--- src/rtl/lsu_pkg.sv ---
// Shared encodings for the load/store unit: access sizes and FSM states.
package lsu_pkg;

  localparam logic [1:0] SIZE_BYTE = 2'b00;
  localparam logic [1:0] SIZE_HALF = 2'b01;
  localparam logic [1:0] SIZE_WORD = 2'b10;

  typedef enum logic [1:0] {
    LSU_IDLE    = 2'd0,
    LSU_ACCESS  = 2'd1,
    LSU_CAPTURE = 2'd2,
    LSU_RESP    = 2'd3
  } lsu_state_e;

endpackage

--- src/rtl/lsu_if.sv ---
// Core-side request/response channel of the load/store unit.
interface lsu_if #(
  parameter int WORD_SIZE = 32
);

  logic                 req_valid;
  logic                 req_ready;
  logic                 req_write;
  logic [31:0]          req_addr;
  logic [WORD_SIZE-1:0] req_wdata;
  logic [1:0]           req_size;
  logic                 req_unsigned;
  logic                 resp_valid;
  logic                 resp_ready;
  logic [WORD_SIZE-1:0] resp_rdata;
  logic                 resp_misaligned;
  logic                 resp_fault;

  modport master (
    output req_valid, req_write, req_addr, req_wdata, req_size, req_unsigned, resp_ready,
    input  req_ready, resp_valid, resp_rdata, resp_misaligned, resp_fault
  );

  modport slave (
    input  req_valid, req_write, req_addr, req_wdata, req_size, req_unsigned, resp_ready,
    output req_ready, resp_valid, resp_rdata, resp_misaligned, resp_fault
  );

endinterface

--- src/rtl/lsu_align_check.sv ---
// Combinational alignment/range check and store-lane replication.
module lsu_align_check
  import lsu_pkg::*;
#(
  parameter int WORD_SIZE = 32,
  parameter int MEM_BYTES = 4096
) (
  input  logic [31:0]          addr,
  input  logic [1:0]           size,
  input  logic [WORD_SIZE-1:0] wdata,
  output logic                 misaligned,
  output logic                 fault,
  output logic [WORD_SIZE-1:0] din
);

  // Memory writes lane k from din[8k+7:8k], so narrow data is copied to every lane.
  function automatic logic [WORD_SIZE-1:0] replicate_lanes(input logic [1:0] sz,
                                                           input logic [WORD_SIZE-1:0] wd);
    logic [WORD_SIZE-1:0] r;
    case (sz)
      SIZE_BYTE: r = {4{wd[7:0]}};
      SIZE_HALF: r = {2{wd[15:0]}};
      default:   r = wd;
    endcase
    return r;
  endfunction

  always_comb begin
    misaligned = 1'b0;
    case (size)
      SIZE_BYTE: misaligned = 1'b0;
      SIZE_HALF: misaligned = addr[0];
      SIZE_WORD: misaligned = (addr[1:0] != 2'b00);
      default:   misaligned = 1'b1;
    endcase
  end

  assign fault = (addr >= 32'(MEM_BYTES));
  assign din   = replicate_lanes(size, wdata);

endmodule

--- src/rtl/lsu.sv ---
// Load/store unit: one request in flight, drives data memory Port B,
// waits out the registered read and holds the response until accepted.
module lsu
  import lsu_pkg::*;
#(
  parameter int WORD_SIZE = 32,
  parameter int MEM_BYTES = 4096
) (
  input  logic                 clk,
  input  logic                 rst,
  lsu_if.slave                 core,
  output logic                 mem_en_write,
  output logic                 mem_en_read,
  output logic [31:0]          mem_addr,
  output logic [WORD_SIZE-1:0] mem_din,
  output logic [1:0]           mem_size,
  output logic                 mem_unsigned,
  input  logic [WORD_SIZE-1:0] mem_dout
);

  lsu_state_e           state_q, state_d;
  logic [31:0]          addr_q, addr_d;
  logic [WORD_SIZE-1:0] din_q, din_d;
  logic [1:0]           size_q, size_d;
  logic                 uns_q, uns_d;
  logic                 write_q, write_d;
  logic                 mis_q, mis_d;
  logic                 flt_q, flt_d;
  logic [WORD_SIZE-1:0] rdata_q, rdata_d;

  logic                 chk_mis;
  logic                 chk_flt;
  logic [WORD_SIZE-1:0] chk_din;
  logic                 in_access;

  lsu_align_check #(
    .WORD_SIZE (WORD_SIZE),
    .MEM_BYTES (MEM_BYTES)
  ) u_align_check (
    .addr       (core.req_addr),
    .size       (core.req_size),
    .wdata      (core.req_wdata),
    .misaligned (chk_mis),
    .fault      (chk_flt),
    .din        (chk_din)
  );

  always_comb begin
    state_d = state_q;
    addr_d  = addr_q;
    din_d   = din_q;
    size_d  = size_q;
    uns_d   = uns_q;
    write_d = write_q;
    mis_d   = mis_q;
    flt_d   = flt_q;
    rdata_d = rdata_q;
    case (state_q)
      LSU_IDLE: begin
        if (core.req_valid) begin
          addr_d  = core.req_addr;
          din_d   = chk_din;
          size_d  = core.req_size;
          uns_d   = core.req_unsigned;
          write_d = core.req_write;
          // Misalignment wins when both checks trip, so only one flag is raised.
          mis_d   = chk_mis;
          flt_d   = chk_flt & ~chk_mis;
          rdata_d = '0;
          state_d = (chk_mis || chk_flt) ? LSU_RESP : LSU_ACCESS;
        end
      end
      LSU_ACCESS:  state_d = write_q ? LSU_RESP : LSU_CAPTURE;
      LSU_CAPTURE: begin
        rdata_d = mem_dout;
        state_d = LSU_RESP;
      end
      LSU_RESP: begin
        if (core.resp_ready) begin
          mis_d   = 1'b0;
          flt_d   = 1'b0;
          rdata_d = '0;
          state_d = LSU_IDLE;
        end
      end
      default: state_d = LSU_IDLE;
    endcase
  end

  always_ff @(posedge clk) begin
    if (rst) begin
      state_q <= LSU_IDLE;
      addr_q  <= '0;
      din_q   <= '0;
      size_q  <= '0;
      uns_q   <= 1'b0;
      write_q <= 1'b0;
      mis_q   <= 1'b0;
      flt_q   <= 1'b0;
      rdata_q <= '0;
    end else begin
      state_q <= state_d;
      addr_q  <= addr_d;
      din_q   <= din_d;
      size_q  <= size_d;
      uns_q   <= uns_d;
      write_q <= write_d;
      mis_q   <= mis_d;
      flt_q   <= flt_d;
      rdata_q <= rdata_d;
    end
  end

  // Memory port is driven only during ACCESS and is otherwise quiet.
  assign in_access    = (state_q == LSU_ACCESS);
  assign mem_en_write = in_access & write_q;
  assign mem_en_read  = in_access & ~write_q;
  assign mem_addr     = in_access ? addr_q : '0;
  assign mem_din      = in_access ? din_q : '0;
  assign mem_size     = in_access ? size_q : 2'b00;
  assign mem_unsigned = in_access & uns_q;

  assign core.req_ready       = (state_q == LSU_IDLE) & ~rst;
  assign core.resp_valid      = (state_q == LSU_RESP);
  assign core.resp_rdata      = rdata_q;
  assign core.resp_misaligned = mis_q;
  assign core.resp_fault      = flt_q;

endmodule

--- src/flat_wrapper.sv ---
// flat-port wrapper written by rule: the top's interface ports become plain ports
module lsu_flat import lsu_pkg::*;
#(
  parameter int WORD_SIZE = 32,
  parameter int MEM_BYTES = 4096
)
  (clk, rst, mem_en_write, mem_en_read, mem_addr, mem_din, mem_size, mem_unsigned, mem_dout, core_req_valid, core_req_write, core_req_addr, core_req_wdata, core_req_size, core_req_unsigned, core_resp_ready, core_req_ready, core_resp_valid, core_resp_rdata, core_resp_misaligned, core_resp_fault);
  lsu_if #(.WORD_SIZE(WORD_SIZE)) core_i ();
  input  logic clk;
  input  logic rst;
  output logic mem_en_write;
  output logic mem_en_read;
  output logic [31:0] mem_addr;
  output logic [WORD_SIZE-1:0] mem_din;
  output logic [1:0] mem_size;
  output logic mem_unsigned;
  input  logic [WORD_SIZE-1:0] mem_dout;
  input wire logic [$bits(core_i.req_valid)-1:0] core_req_valid;
  input wire logic [$bits(core_i.req_write)-1:0] core_req_write;
  input wire logic [$bits(core_i.req_addr)-1:0] core_req_addr;
  input wire logic [$bits(core_i.req_wdata)-1:0] core_req_wdata;
  input wire logic [$bits(core_i.req_size)-1:0] core_req_size;
  input wire logic [$bits(core_i.req_unsigned)-1:0] core_req_unsigned;
  input wire logic [$bits(core_i.resp_ready)-1:0] core_resp_ready;
  output wire logic [$bits(core_i.req_ready)-1:0] core_req_ready;
  output wire logic [$bits(core_i.resp_valid)-1:0] core_resp_valid;
  output wire logic [$bits(core_i.resp_rdata)-1:0] core_resp_rdata;
  output wire logic [$bits(core_i.resp_misaligned)-1:0] core_resp_misaligned;
  output wire logic [$bits(core_i.resp_fault)-1:0] core_resp_fault;
  assign core_i.req_valid = core_req_valid;
  assign core_i.req_write = core_req_write;
  assign core_i.req_addr = core_req_addr;
  assign core_i.req_wdata = core_req_wdata;
  assign core_i.req_size = core_req_size;
  assign core_i.req_unsigned = core_req_unsigned;
  assign core_i.resp_ready = core_resp_ready;
  assign core_req_ready = core_i.req_ready;
  assign core_resp_valid = core_i.resp_valid;
  assign core_resp_rdata = core_i.resp_rdata;
  assign core_resp_misaligned = core_i.resp_misaligned;
  assign core_resp_fault = core_i.resp_fault;
  lsu #(.WORD_SIZE(WORD_SIZE), .MEM_BYTES(MEM_BYTES)) u_core (.clk(clk), .rst(rst), .core(core_i), .mem_en_write(mem_en_write), .mem_en_read(mem_en_read), .mem_addr(mem_addr), .mem_din(mem_din), .mem_size(mem_size), .mem_unsigned(mem_unsigned), .mem_dout(mem_dout));
endmodule
--- config.mk ---
export PLATFORM = sky130hd
export DESIGN_NAME = lsu_flat
export DESIGN_NICKNAME = d
export VERILOG_FILES = /design/src/rtl/lsu_pkg.sv /design/src/rtl/lsu_if.sv /design/src/rtl/lsu_align_check.sv /design/src/rtl/lsu.sv /design/src/flat_wrapper.sv
export SDC_FILE = /design/constraint.sdc
export NUM_CORES = 1
export LEC_CHECK = 0
export ABC_AREA = 1
export ABC_CLOCK_PERIOD_IN_PS = 2700
export CAP_MARGIN = 20
export CORE_MARGIN = 2
export CORE_UTILIZATION = 66
export DETAILED_ROUTE_END_ITERATION = 8
export DONT_BUFFER_PORTS = 1
export GPL_ROUTABILITY_DRIVEN = 1
export GPL_TIMING_DRIVEN = 0
export PLACE_DENSITY = 0.83
export SYNTH_ARGS = -nofsm -noshare
export SYNTH_HDL_FRONTEND = slang
export SYNTH_SLANG_ARGS = --single-unit
export TNS_END_PERCENT = 50
--- constraint.sdc ---
create_clock -name clk -period 2.7 [get_ports clk]
set_input_delay 0.405 -clock clk [delete_from_list [all_inputs] [get_ports clk]]
set_output_delay 0.405 -clock clk [all_outputs]
set_load 0.02 [all_outputs]
After elaboration in Yosys (flattened, before gate mapping)
Index checks and enable logic that the tools add are counted.
- register bits: 104
- input bits: 104
- output and inout port bits: 105
- logic and storage cells: 53
- $lt $le $gt $ge: 1
- equal/unequal tests: 7
- muxes and demuxes: 18
- bitwise operators: 8
- reductions and logical operators: 10
- operators with widths (kind ; number):
    $mux 32 ; 4
    $pmux 32 s3 ; 1
    $pmux 32 s2 ; 1
    $ge 32x13->1 const B ; 1
    $mux 2 ; 4
    $pmux 2 s4 ; 1
    $eq 2x2->1 const B ; 3
    $reduce_and 3->1 ; 2
    $and 1x1->1 ; 5
    $eq 2x1->1 const B ; 2
    $logic_not 2->1 ; 2
    $mux 1 ; 4
    $ne 2x2->1 const B ; 2
    $pmux 1 s2 ; 2
    $reduce_and 2->1 ; 2
    $reduce_bool 2->1 ; 2
    $not 1->1 ; 3
    $pmux 1 s3 ; 1
    $reduce_bool 3->1 ; 1
    $logic_or 1x1->1 ; 1

Longest topological paths before layout
- depth after elaboration: 6
- mapped depth: 10
- mapped depth without buffers: 9

By module
Synthesis repeated with hierarchy kept, for this count alone.
- cell total of the unflattened synthesis: 873
- area total of the unflattened synthesis: 5362.6 um2
- modules (own cells, without submodules) (module ; times used ; cells each ; area each (um2) ; sequential area each (um2)):
    lsu ; 1 ; 770 ; 4895.9 ; 2082.0
    lsu_align_check ; 1 ; 103 ; 466.7 ; 0.0

Worst setup path after synthesis
Ideal clock, no wire load.
- path kind: flip-flop to output port
- start: reg u_core.state_q[1]
- end: out mem_addr[11]
- arrival time: 1.374 ns
- data required time: 2.295 ns
- path slack: 0.921 ns
- stages on the path, launching flop included: 8
- buffers on the path: 3
- cells stage by stage: dfxtp_1 -> inv_1 -> ha_1 -> buf_2 -> clkbuf_1 -> buf_2 -> nand2_1 -> inv_1
- longest elaborated chain between the ends: 2
- ends and longest elaborated chain (element ; RTL line ; source):
    start, declared ; lsu.sv:21 ; lsu_state_e state_q, state_d;
    start signal, assigned ; lsu.sv:102 ; state_q <= state_d;
    $eq 2x1->1 ; lsu.sv:115 ; assign in_access = (state_q == LSU_ACCESS);
    $mux 32 ; lsu.sv:118 ; assign mem_addr = in_access ? addr_q : '0;
    end, declared ; flat_wrapper.sv:13 ; output logic [31:0] mem_addr;
Every way passes these cells.

Worst setup path in the final report
- start: reg u_core.state_q[1]
- end: out mem_addr[13]
Same word-level chain as after synthesis.

==> flow_summary.toml <==
[floorplan]
die_y_um = 87.9
die_area_um2 = 7720
design.core.area_um2 = 6790
initial_core_util = 0.683
fp.dieW_um = 87.9
boundaryPins = 209
rows = 30

[critical_path]
rr_worst_depth = 7
setup.worst_path.end = "mem_addr[13]"
startpoint_type = "flop"
critPathLaunch = "u_core.state_q[1]"
worstPathRequired_ns = 2.30
crit_path_top_delay_cell = "clkbuf_1"
reg2reg_from = "u_core.state_q[0]"
crit_type = "flop to primary output"
cp_max_fo = 10
arrival_ns = 2.11
worst_setup_path_end_kind = "primary output"
r2r-end = "u_core.din_q[17]"
cp_slowest_stage_delay_ns = 0.42
r2r_slack_ns = 0.89
worstPathCellList = "inv_1, ha_1, buf_2, clkbuf_1, buf_2, nand2_1, inv_1"

[finish]
post-route-util = 0.731
layout_commonest_cell = "nand2_1"
seq_area_um2 = 2080
num_antenna_cells = 0
num-nets-final = 805
fill_cells = 613
area_delta_synth_final_pct = 7.01
drive_gt1_frac = 0.0670
multi_input_area_um2 = 1990
final_cell_mix = "nand2_1, dfxtp_1, inv_1, nor2_1, a21oi_1"

[power]
p_total_uw = 5170
cellPowerDensity_nw_per_um2 = 1040
vdd_drop_max_v = 0.000528
leakage_uw = 0.00249

[sta]
finalHoldViolCount = 0
finClkSkew_ns = 0.0156
tightest_slew_ns = 0.595
drv_slew = 0
finalCritPeriodShare = 0.931
finalSetupViolations = 0
max_freq_mhz = 398
rsz0062_at_grt = "false"
setup_tns_ns = 0
fin_crit_ns = 2.51
max_slew_margin = 0.604
timing.hold.ws_ns = 0.181

[clock_tree]
cts_made_buffers = 9
cts.sinks = 104
clk_path_buf_depth = 2
clkTransAtPathRegs_ns = 0.11
insertion_delay_ns = 0.37
holdBufCountCts = 0
cts_tree = "done"
post_cts_resized = 0
post-cts-setup-buffers = 0
clock-root-buffer = "clkbuf_8"
cts_max_level = 3

[job]
maxCapViolCount = 0

[placed_design]
port_buffers = 0
place_congestion = 0.886
place_hpwl_um = 9270

[route]
drt_wl_total_um = 12200
vias = 4413
wl_per_cell_um = 15.3
antenna_left = 0
viasPerCell = 5.53
route.detailed.drc = 0
drt_pass1_iterations = 5
dr.first_iter.drc_count = 285

[grt]
grt_max_degree = 19
grt_usage = 0.301
grt_pass1_wl_um = 18300
grt_antenna_before_repair = 0
grt_pass1_vias = 3954
overflow = 0

[yosys]
yosys_register_bits = 104
synth_cells = 686
syn_area_um2 = 4640
ys_seq_area_frac = 0.449
yosysUniqueCellTypes = 22
avgSynthCellArea_um2 = 6.76
synthesis.nets = 794
ys_warn_count = 0

[worst_hold_path]
min_path_type = "primary input to flop"

[run_status]
status = "finished, final reports clean"
## Yosys cell counts, drive strengths merged
library cell	count	area, um^2
a21oi	63	315
clkinv	1	5.00
nand2	171	647
clkbuf	17	63.8
o221ai	8	70.1
ha	4	50.1
dfxtp	104	2080
o21bai	1	7.51
nor2	93	364
inv	96	360
buf	26	141
o21ai	56	280
or2	3	18.8
a22oi	8	60.1
nand3	35	175
## power breakdown
| group | total, uW | internal [uW] | switching, uW |
|---|---|---|---|
| combinational | 1930 | 578 | 1350 |
| clock | 992 | 438 | 554 |
| sequential | 2250 | 1910 | 337 |
## per-layer routing
layer / vias to the layer above / track usage / routed length, um
li1: 2158 / - / -
met2: 218 / 0.523 / 5810
met4: 0 / 0.116 / 297
met3: 29 / 0.0792 / 1270
met1: 2008 / 0.354 / 4810
met5: - / 0 / 0
## sequential cells by signal (all words and copies together) (netlist names)
signal / cells
u_core.addr_q: 32
u_core.core.resp_fault: 1
u_core.core.resp_misaligned: 1
u_core.core.resp_rdata: 32
u_core.din_q: 32
u_core.size_q: 2
u_core.state_q: 2
u_core.uns_q: 1
u_core.write_q: 1
## per-stage QoR
step                setup slack [ns]  instance area (um^2)  cells
floorplan                      0.921                  4640    686
global placement               0.565                  4760    782
detailed placement             0.546                  4760    782
CTS                            0.139                  4970    798
global route                  0.0135                  4970    798
finish                         0.186                  4970    798
## worst max-delay path: cells and delay by family, from the launching register on
kind / cells / cell delay (ns)
DFF: 1 / 0.35
and+or+nand+nor: 1 / 0.08
buffers and inverters: 5 / 1.18
adders and majority gates: 1 / 0.14
## how the worst min path moves through the flow
stage	start	cells past startpoint	to	slack, ns
final	mem_dout[2]	2	u_core.core.resp_rdata[2]	0.18
after global routing	mem_dout[30]	2	u_core.core.resp_rdata[30]	0.18
after CTS	mem_dout[29]	2	u_core.core.resp_rdata[29]	0.18
after detailed placement	u_core.size_q[1]	2	u_core.size_q[1]	0.46
after global placement	u_core.din_q[0]	2	u_core.din_q[0]	0.45
after floorplan	u_core.din_q[16]	2	u_core.din_q[16]	0.44
## final cells by class
type	count	share of cell area
clock buffers	9	0.0249
plain buffers	43	0.0413
well taps	96	0.0242
clock inverters	7	0.0164
inverters	97	0.0736
flip-flops and latches	104	0.419
multi-input cells	442	0.400
## kinds of logic after synthesis
family	synth area share
AOI/OAI and AO/OA	0.158
adders and majority gates	0.0108
DFF	0.449
buffers and inverters	0.123
and+or+nand+nor	0.260
No activity file was read; power rests on OpenSTA's default activity.
